[config.mk]
export PLATFORM = sky130hd
export DESIGN_NAME = conv_result_collector
export DESIGN_NICKNAME = d
export VERILOG_FILES = /design/src/rtl/conv_result_collector.sv
export SDC_FILE = /design/constraint.sdc
export NUM_CORES = 1
export LEC_CHECK = 0
export BUFFER_PORTS_ARGS = -buffer_cell sky130_fd_sc_hd__buf_4
export CORE_MARGIN = 3
export CORE_UTILIZATION = 48
export CTS_BUF_LIST = sky130_fd_sc_hd__clkbuf_4 sky130_fd_sc_hd__clkbuf_8 sky130_fd_sc_hd__clkbuf_16
export DETAILED_ROUTE_END_ITERATION = 6
export PLACE_DENSITY = 0.79
export SETUP_SLACK_MARGIN = 0.02
export SYNTH_ARGS = -nofsm -noshare
export SYNTH_HDL_FRONTEND = slang
export SYNTH_SLANG_ARGS = --single-unit
[constraint.sdc]
create_clock -name clk -period 1.75 [get_ports clk]
set_input_delay 0.35 -clock clk [delete_from_list [all_inputs] [get_ports clk]]
set_output_delay 0.35 -clock clk [all_outputs]
set_load 0.1 [all_outputs]
[src/rtl/conv_result_collector.sv]
// conv_result_collector
// Accepts strobe-tagged MAC results and turns them into raster-ordered
// feature-map buffer writes (linear address row*FM_W+col), with optional
// ReLU, row/frame completion pulses and a sticky stray-strobe flag.
module conv_result_collector #(
  parameter int DATA_W = 16,
  parameter int FM_W   = 24,
  parameter int FM_H   = 24,
  parameter int ADDR_W = 10,
  parameter int RELU   = 1
) (
  input  logic              clk,
  input  logic              reset,
  input  logic              start,
  input  logic              in_valid,
  input  logic [DATA_W-1:0] in_data,
  output logic              wr_en,
  output logic [ADDR_W-1:0] wr_addr,
  output logic [DATA_W-1:0] wr_data,
  output logic              row_done,
  output logic              frame_done,
  output logic              busy,
  output logic              stray_err
);

  localparam int COL_W = (FM_W > 1) ? $clog2(FM_W) : 1;
  localparam int ROW_W = (FM_H > 1) ? $clog2(FM_H) : 1;
  localparam logic [COL_W-1:0] COL_LAST = COL_W'(FM_W - 1);
  localparam logic [ROW_W-1:0] ROW_LAST = ROW_W'(FM_H - 1);

  typedef enum logic [1:0] {
    S_IDLE    = 2'd0,
    S_COLLECT = 2'd1,
    S_DONE    = 2'd2
  } state_t;

  // ReLU on the sign bit only; the value is never rescaled or saturated.
  function automatic logic [DATA_W-1:0] relu_f(input logic [DATA_W-1:0] d);
    logic [DATA_W-1:0] r;
    if ((RELU != 0) && d[DATA_W-1]) begin
      r = '0;
    end else begin
      r = d;
    end
    return r;
  endfunction

  state_t            state_q, state_d;
  logic [COL_W-1:0]  col_q, col_d;
  logic [ROW_W-1:0]  row_q, row_d;
  logic [ADDR_W-1:0] lin_q, lin_d;
  logic              wr_en_q, wr_en_d;
  logic [ADDR_W-1:0] wr_addr_q, wr_addr_d;
  logic [DATA_W-1:0] wr_data_q, wr_data_d;
  logic              row_done_q, row_done_d;
  logic              frame_done_q, frame_done_d;
  logic              busy_q, busy_d;
  logic              stray_q, stray_d;

  // Next-state logic: FSM, raster counters and the registered write port.
  always_comb begin
    state_d      = state_q;
    col_d        = col_q;
    row_d        = row_q;
    lin_d        = lin_q;
    wr_en_d      = 1'b0;
    wr_addr_d    = wr_addr_q;
    wr_data_d    = wr_data_q;
    row_done_d   = 1'b0;
    frame_done_d = 1'b0;
    stray_d      = stray_q;

    case (state_q)
      S_IDLE: begin
        if (start) begin
          // A strobe coinciding with start is dropped but still flagged.
          state_d = S_COLLECT;
          col_d   = '0;
          row_d   = '0;
          lin_d   = '0;
          stray_d = in_valid;
        end else if (in_valid) begin
          stray_d = 1'b1;
        end else begin
          stray_d = stray_q;
        end
      end

      S_COLLECT: begin
        if (in_valid) begin
          wr_en_d   = 1'b1;
          wr_addr_d = lin_q;
          wr_data_d = relu_f(in_data);
          if (col_q == COL_LAST) begin
            row_done_d = 1'b1;
            col_d      = '0;
            if (row_q == ROW_LAST) begin
              // Last pixel of the frame: counters clear, FSM moves on.
              frame_done_d = 1'b1;
              row_d        = '0;
              lin_d        = '0;
              state_d      = S_DONE;
            end else begin
              row_d = row_q + ROW_W'(1);
              lin_d = lin_q + ADDR_W'(1);
            end
          end else begin
            col_d = col_q + COL_W'(1);
            lin_d = lin_q + ADDR_W'(1);
          end
        end else begin
          col_d = col_q;
          lin_d = lin_q;
        end
      end

      S_DONE: begin
        state_d = S_IDLE;
        if (in_valid) begin
          stray_d = 1'b1;
        end else begin
          stray_d = stray_q;
        end
      end

      default: begin
        state_d = S_IDLE;
      end
    endcase

    busy_d = (state_d == S_COLLECT);
  end

  // State and output registers; reset clears everything, including a pending write.
  always_ff @(posedge clk or posedge reset) begin
    if (reset) begin
      state_q      <= S_IDLE;
      col_q        <= '0;
      row_q        <= '0;
      lin_q        <= '0;
      wr_en_q      <= 1'b0;
      wr_addr_q    <= '0;
      wr_data_q    <= '0;
      row_done_q   <= 1'b0;
      frame_done_q <= 1'b0;
      busy_q       <= 1'b0;
      stray_q      <= 1'b0;
    end else begin
      state_q      <= state_d;
      col_q        <= col_d;
      row_q        <= row_d;
      lin_q        <= lin_d;
      wr_en_q      <= wr_en_d;
      wr_addr_q    <= wr_addr_d;
      wr_data_q    <= wr_data_d;
      row_done_q   <= row_done_d;
      frame_done_q <= frame_done_d;
      busy_q       <= busy_d;
      stray_q      <= stray_d;
    end
  end

  assign wr_en      = wr_en_q;
  assign wr_addr    = wr_addr_q;
  assign wr_data    = wr_data_q;
  assign row_done   = row_done_q;
  assign frame_done = frame_done_q;
  assign busy       = busy_q;
  assign stray_err  = stray_q;

endmodule

==> run metrics <==
H-tree levels 2; Placer Congestion 0.789; Routed Antenna Nets 0; Cell Rows 24; Worst setup EP type flip-flop; Critical path origin col_q[0]; die width 75.6 um; reg-to-reg critical path startpoint col_q[0]; gr usage total 0.184; Setup Skew ~4.4 ps; sequential area share after synthesis 0.560; clock period minus final worst setup slack 1600 ps; max-slew violations 0; DIE AREA 5710 um2; Inserted Clock Buffers 5; vias per cell 5.34; Worst Hold Class in2async; fin nets approximately 300; Post-synth EDFFs 0; ys flop type dfrtp_1; combinational share of power 0.379; Vias around 1800; Worst Path Buf+Inv 1; Setup CP Type reg2reg; power share of the sequential group 0.417; slowest stage delay, CP 420 ps; final wirelength 4680 um; Sw Pwr ~1700 uW; DP Wirelength roughly 3400 um; syn avg cell area 10.4 um2; Levels on crit path 6; worst-path fanout max 9; FF-to-FF path depth 6; register bit total from synthesis 52; core area 4500 um2; placed insts about 320; Int Pwr 2310 uW; Clock transition at path regs roughly 90 ps; worst-path cell chain ha_4 -> nand4b_2 -> a211o_1 -> buf_4 -> o21ai_0 -> o31ai_1; RSZ-0062 raised after global routing no; Initial DRC Count 73; gr ovfl total 0; Max Fclk ~0.62 GHz; most common cell after layout, fill and taps aside buf_4; share of layout cells above drive strength 1 0.315; R2R Path End row_q[4]; Startpoint Class flip-flop; Max Buffers Root-to-Sink 2; setup slack, reg-to-reg 150 ps; CP Capture Point row_q[4]; Max VDD drop 1.22 mV; proportion of netlist area held by the largest area contributor 0.560; cell family with most CP delay compound AO/OA/AOI/OAI gates; top cell type by total area after synthesis dfrtp_1; initial antenna violation count 0; top cells by area, synth dfrtp_1 (56%), o21ai_0 (6.2%), mux2_2 (5.8%); status finished clean; Placed Area 2800 um2; switch share 0.423; number of global-route vias before repair 1736; Sink Count between 50 and 60; clock power share 0.204; first-pass GRT wire length 7870 um; PwrDens 1360 nW/um2; syn nets between 200 and 250; post-synthesis cell area between 2000 and 2500 um2; CP required 1930 ps; Distinct cells, synth 34; Final setup viols 0; commonest cells after routing, fill and taps aside buf_4 (58), dfrtp_1 (50), o21ai_0 (29), nand2_1 (29), nand2b_1 (19); root buffer cell clkbuf_8; io pins 51; chip height 75.6 um; largest net degree at the start of global routing 45; Port Buffers 49; period utilization 0.914; final hold violation count 0; # DRC 0; Initial Util 0.516; Max Cap Viol 0; LEAKAGE ~0.0014 uW; Post-CTS Setup Bufs 0; Post-Synthesis Cells 223; post-layout instance area approximately 3000 um2; CP arrival 1780 ps; First-pass DRT Iterations 4; Area Overhead vs Synth 26.6%; ys async rst share 1.00; DR WL/cell around 14 um; Skew-Pair Late Insertion Delay 300 ps; TritonCTS clock tree built; TNS Setup 0 ps; Inserted Diodes 0; post-route insts no fill 331; slowest library cell on the worst path dfrtp_2; synth warn 0
-- how the worst min path moves through the flow --
stage / end / slack (ps) / cells after the start
floorplan: col_q[1] / 470 / 2
global placement: row_done / 370 / 2
detailed placement: frame_done / 370 / 2
CTS: lin_q[7] / 50 / 2
global route: row_q[0] / 50 / 2
finish: row_q[0] / 40 / 2
-- synthesized netlist by cell type (4+ instances only) --
| cell type | count |
|---|---|
| o21ai_0 | 29 |
| nor3_1 | 7 |
| nand3_1 | 7 |
| nand2b_1 | 19 |
| xnor2_1 | 6 |
| clkbuf_1 | 7 |
| nor2_1 | 13 |
| dfrtp_1 | 52 |
| nand2_1 | 29 |
| inv_1 | 4 |
| mux2_2 | 12 |
-- power by group through the flow --
stage	clock [uW]	combinational, uW	sequential [uW]
final	815	1510	1670
after global routing	889	1590	1700
after CTS	836	1510	1660
after detailed placement	0	1510	1680
after global placement	0	1480	1660
after floorplan	0	414	2400
-- state kept, by name, indices dropped and copies added, names as in the netlist --
signal and count:
wr_data 15, lin_q 10, wr_addr 10, col_q 5, row_q 5, state_q 2
busy 1, frame_done 1, row_done 1, stray_err 1, wr_en 1
-- layer usage --
metal / track usage / share of wire / vias to the layer above
met2: 0.314 / 0.52 / 29
met3: 0.0541 / 0.031 / 4
met5: 0 / 0 / -
met4: 0.0447 / 0.0077 / 0
li1: - / - / 870
met1: 0.230 / 0.44 / 863
-- logic make-up (layout without fill, tap and decap cells) --
family,after synthesis,in the layout,share of synthesized area
buffers and inverters,16,72,0.0334
XOR/XNOR,7,7,0.0264
AND/OR/NAND/NOR,90,90,0.199
adder cells (fa/ha/maj),3,3,0.0162
multiplexers,13,13,0.0641
AO/OA/AOI/OAI,41,41,0.0996
other,1,1,0.00161
flip-flops,52,52,0.560
-- cell type report --
class / count / area, um2
Sequential cell: 52 / 1300
Inverter: 4 / 15.0
Clock inverter: 2 / 35.0
Multi-Input combinational cell: 155 / 971
Timing Repair Buffer: 60 / 475
Fill cell: 358 / 1560
Clock buffer: 6 / 76.3
Tap cell: 52 / 65.1
-- per-stage QoR --
stage	power, uW	util	setup slack, ps	hold slack, ps
2_1_floorplan	2810	-	27.8	470
3_3_place_gp	3140	0.623	166	371
3_5_place_dp	3190	0.623	84.3	374
4_1_cts	4010	0.647	65.6	46.7
5_1_grt	4190	0.653	30.8	48.8
6_report	3990	0.653	150	38.4
-- repair_timing --
action	in CTS	in global routing
gates resized for setup	0	6
hold buffers	0	0
setup endpoints to repair	0	11
Power figures use the tool's default switching activity.
